**src/rtl/pc_seq_pkg.sv**
```systemverilog
// Shared definitions for the PC sequencer: the FSM state encoding and its width.
package pc_seq_pkg;

    localparam int unsigned StateWidth = 2;

    typedef enum logic [StateWidth-1:0] {
        StIdle = 2'b00,
        StRun  = 2'b01,
        StHalt = 2'b10
    } state_e;

endpackage

```
**src/rtl/pc_sequencer_if.sv**
```systemverilog
// Control/fetch bus between the pipeline (master) and the PC sequencer (slave).
interface pc_sequencer_if #(
    parameter int unsigned INST_ADDR_WIDTH = 9
) ();

    logic                       start;
    logic                       halt_req;
    logic                       stall;
    logic                       branch_taken;
    logic [INST_ADDR_WIDTH-1:0] branch_pc;
    logic [INST_ADDR_WIDTH-1:0] branch_offset;
    logic [INST_ADDR_WIDTH-1:0] pc_out;
    logic                       pc_valid;
    logic                       flush;
    logic                       halted;
    logic                       trap;

    modport master (
        output start, halt_req, stall, branch_taken, branch_pc, branch_offset,
        input  pc_out, pc_valid, flush, halted, trap
    );

    modport slave (
        input  start, halt_req, stall, branch_taken, branch_pc, branch_offset,
        output pc_out, pc_valid, flush, halted, trap
    );

endinterface

```
**src/rtl/branch_adder.sv**
```systemverilog
// Branch target: pc_in plus a two's-complement offset, wrapping modulo 2^INST_ADDR_WIDTH.
module branch_adder #(
    parameter int unsigned INST_ADDR_WIDTH = 9
) (
    input  logic [INST_ADDR_WIDTH-1:0] pc_in,
    input  logic [INST_ADDR_WIDTH-1:0] branch_offset,
    output logic [INST_ADDR_WIDTH-1:0] branch_target
);

    assign branch_target = pc_in + branch_offset;

endmodule

```
**src/rtl/pc_sequencer.sv**
```systemverilog
// PC sequencer: IDLE/RUN/HALT fetch-address generator with branch redirect and flush.
// Optional PC_OVERFLOW_TRAP_EN: sequential increment past all-ones halts and sets trap.
module pc_sequencer
    import pc_seq_pkg::*;
#(
    parameter int unsigned                INST_ADDR_WIDTH = 9,
    parameter logic [INST_ADDR_WIDTH-1:0] RESET_PC        = '0
) (
    input  logic             clk,
    input  logic             reset,
    pc_sequencer_if.slave    bus
);

    state_e                     r_state, w_state_d;
    logic [INST_ADDR_WIDTH-1:0] r_pc, w_pc_d;
    logic                       r_flush, w_flush_d;
    logic                       r_trap, w_trap_d;
    logic [INST_ADDR_WIDTH-1:0] w_target;
    logic [INST_ADDR_WIDTH-1:0] w_pc_inc;

    branch_adder #(
        .INST_ADDR_WIDTH(INST_ADDR_WIDTH)
    ) u_branch_adder (
        .pc_in        (bus.branch_pc),
        .branch_offset(bus.branch_offset),
        .branch_target(w_target)
    );

    assign w_pc_inc = r_pc + 1'b1;

    always_comb begin
        w_state_d = r_state;
        w_pc_d    = r_pc;
        w_flush_d = 1'b0;
        w_trap_d  = r_trap;
        case (r_state)
            StIdle: begin
                if (bus.start) begin
                    w_state_d = StRun;
                    w_pc_d    = RESET_PC;
                end
            end
            StRun: begin
                // Branch beats stall; a halt request freezes the sequential increment.
                if (bus.branch_taken) begin
                    w_pc_d    = w_target;
                    w_flush_d = 1'b1;
                end else if (!bus.stall && !bus.halt_req) begin
`ifdef PC_OVERFLOW_TRAP_EN
                    if (&r_pc) begin
                        w_state_d = StHalt;
                        w_trap_d  = 1'b1;
                    end else begin
                        w_pc_d = w_pc_inc;
                    end
`else
                    w_pc_d = w_pc_inc;
`endif
                end
                if (bus.halt_req) begin
                    w_state_d = StHalt;
                end
            end
            StHalt: begin
                if (bus.start && !bus.halt_req) begin
                    w_state_d = StRun;
                    w_pc_d    = RESET_PC;
                    w_trap_d  = 1'b0;
                end
            end
            default: begin
                w_state_d = StIdle;
            end
        endcase
    end

    always_ff @(posedge clk) begin
        if (reset) begin
            r_state <= StIdle;
            r_pc    <= RESET_PC;
            r_flush <= 1'b0;
            r_trap  <= 1'b0;
        end else begin
            r_state <= w_state_d;
            r_pc    <= w_pc_d;
            r_flush <= w_flush_d;
            r_trap  <= w_trap_d;
        end
    end

    assign bus.pc_out   = r_pc;
    assign bus.pc_valid = (r_state == StRun);
    assign bus.halted   = (r_state == StHalt);
    assign bus.flush    = r_flush;
    assign bus.trap     = r_trap;

endmodule
```
**src/flat_wrapper.sv**
```systemverilog
// flat-port wrapper written by rule: the top's interface ports become plain ports
module pc_sequencer_flat import pc_seq_pkg::*;
#(
    parameter int unsigned                INST_ADDR_WIDTH = 9,
    parameter logic [INST_ADDR_WIDTH-1:0] RESET_PC        = '0
)
  (clk, reset, bus_start, bus_halt_req, bus_stall, bus_branch_taken, bus_branch_pc, bus_branch_offset, bus_pc_out, bus_pc_valid, bus_flush, bus_halted, bus_trap);
  pc_sequencer_if #(.INST_ADDR_WIDTH(INST_ADDR_WIDTH)) bus_i ();
  input  logic clk;
  input  logic reset;
  input wire logic [$bits(bus_i.start)-1:0] bus_start;
  input wire logic [$bits(bus_i.halt_req)-1:0] bus_halt_req;
  input wire logic [$bits(bus_i.stall)-1:0] bus_stall;
  input wire logic [$bits(bus_i.branch_taken)-1:0] bus_branch_taken;
  input wire logic [$bits(bus_i.branch_pc)-1:0] bus_branch_pc;
  input wire logic [$bits(bus_i.branch_offset)-1:0] bus_branch_offset;
  output wire logic [$bits(bus_i.pc_out)-1:0] bus_pc_out;
  output wire logic [$bits(bus_i.pc_valid)-1:0] bus_pc_valid;
  output wire logic [$bits(bus_i.flush)-1:0] bus_flush;
  output wire logic [$bits(bus_i.halted)-1:0] bus_halted;
  output wire logic [$bits(bus_i.trap)-1:0] bus_trap;
  assign bus_i.start = bus_start;
  assign bus_i.halt_req = bus_halt_req;
  assign bus_i.stall = bus_stall;
  assign bus_i.branch_taken = bus_branch_taken;
  assign bus_i.branch_pc = bus_branch_pc;
  assign bus_i.branch_offset = bus_branch_offset;
  assign bus_pc_out = bus_i.pc_out;
  assign bus_pc_valid = bus_i.pc_valid;
  assign bus_flush = bus_i.flush;
  assign bus_halted = bus_i.halted;
  assign bus_trap = bus_i.trap;
  pc_sequencer #(.INST_ADDR_WIDTH(INST_ADDR_WIDTH), .RESET_PC(RESET_PC)) u_core (.clk(clk), .reset(reset), .bus(bus_i));
endmodule
```
**config.mk**
```make
export PLATFORM = sky130hd
export DESIGN_NAME = pc_sequencer_flat
export DESIGN_NICKNAME = d
export VERILOG_FILES = /design/src/rtl/pc_seq_pkg.sv /design/src/rtl/pc_sequencer_if.sv /design/src/rtl/branch_adder.sv /design/src/rtl/pc_sequencer.sv /design/src/flat_wrapper.sv
export SDC_FILE = /design/constraint.sdc
export NUM_CORES = 1
export LEC_CHECK = 0
export ABC_AREA = 1
export ABC_CLOCK_PERIOD_IN_PS = 3300
export CAP_MARGIN = 0
export CORE_UTILIZATION = 30
export DETAILED_ROUTE_END_ITERATION = 6
export DONT_BUFFER_PORTS = 1
export PLACE_DENSITY = 0.46
export SYNTH_ARGS = -nofsm -noshare
export SYNTH_HDL_FRONTEND = slang
export SYNTH_HIERARCHICAL = 1
export SYNTH_SLANG_ARGS = --single-unit
export TNS_END_PERCENT = 5
```
**constraint.sdc**
```tcl
create_clock -name clk -period 3.3 [get_ports clk]
set_input_delay 0.165 -clock clk [delete_from_list [all_inputs] [get_ports clk]]
set_output_delay 0.165 -clock clk [all_outputs]
set_load 0.03 [all_outputs]
```
# After elaboration in Yosys (flattened, before gate mapping)
# Index checks and enable logic that the tools add are counted.
# classes
add_sub_neg,2
n_mul,0
div_mod_pow,0
order_cmp,0
eq_ne,6
shifts,0
n_mux,10
n_bitwise,1
reduce_logical,9
# ops
op,count
2-to-1 mux 9 bit,4
case mux 9 bit (3 select lines),1
"adder 9 x 1 -> 9 bit, second input constant",1
adder 9 bit,1
2-to-1 mux 2 bit,3
case mux 2 bit (3 select lines),1
"!= test 2 bit, second input constant",2
AND reduction 4 bit,1
"!= test 3 x 2 -> 1 bit, second input constant",1
AND reduction 3 bit,1
nonzero test 3 bit,1
"== test 2 x 1 -> 1 bit, second input constant",1
"== test 2 bit, second input constant",1
logical AND 1 bit,2
logical NOT 1 bit,2
logical NOT 2 bit,1
"!= test 2 x 1 -> 1 bit, second input constant",1
OR reduction 2 bit,1
2-to-1 mux 1 bit,1
inverter 1 bit,1
# totals
ff_bits,12
latch_bits,0
ramBits,0
romBits,0
in_bits,24
output_inout_bits,13
memories,0

# Longest topological paths before layout
# logic_depth
depth_word,5
ltp_mapped,13
ltp_nobuf,13

# Cells and area by module
# Netlist, hierarchy kept.
# by_module_without_submodules
mod,n_inst,cells_per_inst,area_per_inst_um2
pc_sequencer,1,133,819.5
branch_adder,1,71,416.6

# Worst setup path before layout
# Ideal clock, no wire load.
# synth_path
path_type,input-to-reg
start,input port bus_branch_pc[0]
end,register u_core.r_pc[8] (netlist: u_core/bus.pc_out[8])
setup_time_ns,0.128
arrival_time_ns,1.629
required_ns,3.172
setup_slack_ns,1.543
cell_stages,13
n_path_buf,0
path_cell_list,ha_1 -> fa_1 -> nand2_1 -> nand2_2 -> nand3_1 -> nand2_1 -> nand2_1 -> nand2_1 -> or2_2 -> nand3_1 -> nor2_1 -> nor2_1 -> nor2_1
# synth_via
elab_chain_cells,3
# synth_rtl
item,line_no,text
from (decl),flat_wrapper.sv:15,input wire logic [$bits(bus_i.branch_pc)-1:0] bus_branch_pc;
adder 9 bit,branch_adder.sv:10,assign branch_target = pc_in + branch_offset;
via u_core.w_target[8],pc_sequencer.sv:18,logic [INST_ADDR_WIDTH-1:0] w_target;
2-to-1 mux 9 bit,pc_sequencer.sv:45,if (bus.branch_taken) begin
case mux 9 bit (3 select lines),pc_sequencer.sv:36,case (r_state)
to (signal assigned),pc_sequencer.sv:85,r_pc <= w_pc_d;
to (decl),pc_sequencer.sv:15,"logic [INST_ADDR_WIDTH-1:0] r_pc, w_pc_d;"
# The timed path passes the listed nets, and every way through them passes these cells.
# A chain may end at the register's enable or synchronous reset.

# Final worst setup path
# layout_path
start,register u_core.r_pc[0] (netlist: u_core/bus.pc_out[0])
end,register u_core.r_pc[8] (netlist: u_core/bus.pc_out[8])
# layout_via
elab_chain_cells,4
# layout_rtl
item,line_no,text
adder 9 x 1 -> 9 bit,pc_sequencer.sv:29,assign w_pc_inc = r_pc + 1'b1;
2-to-1 mux 9 bit,pc_sequencer.sv:48,end else if (!bus.stall && !bus.halt_req) begin
2-to-1 mux 9 bit,pc_sequencer.sv:45,
case mux 9 bit (3 select lines),pc_sequencer.sv:36,
# Every way passes these cells. The select of a mux whose other input is x is not followed.

==> results.cfg <==
[yosys]
synth.largest_area_cell = nand2_1
synth.top_cells.by_count = 65 x nand2_1, 28 x nor2_1, 21 x inv_1, 15 x nand3_1, 12 x dfxtp_1
synth.most_common_cell = nand2_1
netlist_instances = 204
synth.distinct_cells = 32
syn_area_sq_um = 1240
synth_flop_cell = dfxtp_1
synth_edf_count = 0
synth_top_cell_area_share_pct = 19.7
ys_async_sr_fraction_pct = 0
syn_nets = 238
ys_ff_latch = 12
yosysWarnings = 6
synth_area_per_cell_sq_um = 6.06
seq_area_frac_synth_pct = 19.4
yosys-top-cells-area = nand2_1 20%, dfxtp_1 19%, ha_1 9.1%

[grt]
grt_max_degree = 16
use_met1_pct = 18.0
overflow = 0
grt_pass1_vias = 1141
grt_use_met3_pct = 1.21
track_usage_pct = 14.5
top_usage_layer = met2
grt_first_pass_wirelength_mm = 4.82
antenna_found_initial = 0
use_met2_pct = 24.1

[routing]
wl_per_cell_um = 11.3
drt.antenna.violating_nets = 0
dr.pass1.iters = 4
drtIter0Drc = 46
drt_wl_total_mm = 2.85
num_vias = 1194
via_per_inst = 4.72
route.detailed.drc = 0

[floorplanning]
die_w_um = 66.2
start_util_pct = 32.5
rows = 22
dieHeight_um = 66.2
io_pins = 37
design.die.area_sq_um = 4380
coreArea_sq_um = 3800

[placed_design]
placed_cells = 248
port_buffers = 0
dp_hpwl_mm = 2.30
gp_congestion = 0.820

[run_status]
status = complete, no violations

[worst_setup_path]
crit_buf_inv = 0
cp_common_cell = nor2_1
critPathArrivalTime_ps = 1780
required_ps = 3420
crit_path_end_kind = flop
critical_path_class = flop to flop
cp_slowest_cell = dfxtp_1
cpLargestDelayFamily = flip-flops
cpPeakStageDelay_ps = 600
cp-start-kind = flop
worstPathCellList = ha_1, nand2_1, nor2_1, a21oi_1, nor2_1, nor2_1, nor2_1, nor2_1
crit_fanout = 6

[clock_tree]
postCtsSetupBuffers = 0
cts_buffer_depth = 2
clock-root-buffer = clkbuf_8
clk_latency_ps = 240
clkTransAtPathRegs_ps = 60
cts_buffers = 3
cts_tree = done
htree_levels = 1
cts_sinks = 12

[power]
comb_power_share_pct = 31.5
leakagePower_nw = 0.611
pwr-share-seq_pct = 35.6
switching_share_pct = 36.9
p_per_area_nw_per_um2 = 380
vdd_ir_drop_max_v = 0.000107
p_sw_uw = 187
finalPower_uw = 507
p_int_uw = 320
pwr-share-clk_pct = 32.8

[sta]
slew_headroom_pct = 64.9
slew_viol_final = 0
hold_viol_final = 0
max_slew.worst_pin.slew_ps = 525
fin_crit_sh_pct = 50.4
period_needed_ps = 1660
rsz0062_at_grt = no
finalClockSkew_ps = 1.39
setup_viol = 0
fin_tns_setup_ps = 0
fmax_ghz = 0.601

[finish]
multi_input_area_sq_um = 876
fill_cells = 434
drive_above_1_share_pct = 12.7
area.sequential_sq_um = 240
syn_to_final_growth_pct = 7.89
fin_nets = 240
instances_no_fill = 253
num_antenna_cells = 0

[run]
cap_violations = 0

[worst_hold_path]
hold_path_class = primary input to flop
power groups by stage:
stage	logic [mW]	registers, mW	clock network, mW
2_1_floorplan	0.140	0.177	0
3_3_place_gp	0.155	0.184	0
3_5_place_dp	0.157	0.184	0
4_1_cts	0.161	0.181	0.171
5_1_grt	0.183	0.183	0.182
6_report	0.160	0.181	0.167
through the flow:
step                worst slack (ps)  hold WS [ps]  util [%]  instance area (sq um)
detailed placement              1460           237      33.4                   1270
CTS                             1630          68.8      35.1                   1330
global route                    1450          66.4      35.1                   1330
finish                          1640          69.4      35.1                   1330
global placement                1490           236      33.4                   1270
floorplan                       1540           234         -                   1240
placed cells by master, fill, tap and decap left out, drive strengths merged:
cell type,count
inv,24
nor2,34
o21ai,4
xnor2,3
a21oi,11
clkbuf,4
ha,9
a31oi,1
nand2,71
dfxtp,12
o21bai,1
nand3b,2
xor2,2
dlygate4sd3,1
nor3,1
or2,7
fa,1
nand3,15
conb,1
nand4,1
flip-flops by register name (all words and copies together), names as in the netlist:
register and count:
u_core/bus.flush 1, u_core/bus.pc_out 9, u_core/r_state 2
cell families after synthesis:
kind of cell    Yosys count  synth area share [%]
compound gates           17                  7.49
xor+xnor                  5                  5.06
fa+ha+maj                10                  10.7
buf+inv                  28                  9.72
flops                    12                  19.4
other cells               1                 0.303
simple gates            131                  47.3
final timing paths:
kind | endpoint | cells after the start | slack, ps | from
max | u_core/bus.pc_out[8] | 8 | 1640 | u_core/bus.pc_out[0]
min | u_core/r_state[1] | 2 | 70 | bus_halt_req
max reg2reg | u_core/bus.pc_out[8] | 8 | 1640 | u_core/bus.pc_out[0]
min reg2reg | u_core/bus.pc_out[4] | 2 | 650 | u_core/r_state[0]
final cells by class:
cell class / instances / share of cell area, %
Clock buffer: 4 / 4.13
Inverter: 24 / 6.94
Multi-Input combinational cell: 164 / 65.7
Sequential cell: 12 / 18.0
Tap cell: 48 / 4.50
Timing Repair Buffer: 1 / 0.750
timing repair:
action | in CTS | in global routing
hold buffers | 1 | 0
hold endpoints to repair | 12 | 0
gates resized for setup | 0 | 0
layer usage:
metal,part of all wire [%],vias up
met2,44,30
met3,3.7,7
met1,49,519
li1,-,638
met5,0,-
met4,3.1,0
No activity file was read; power rests on OpenSTA's default activity.
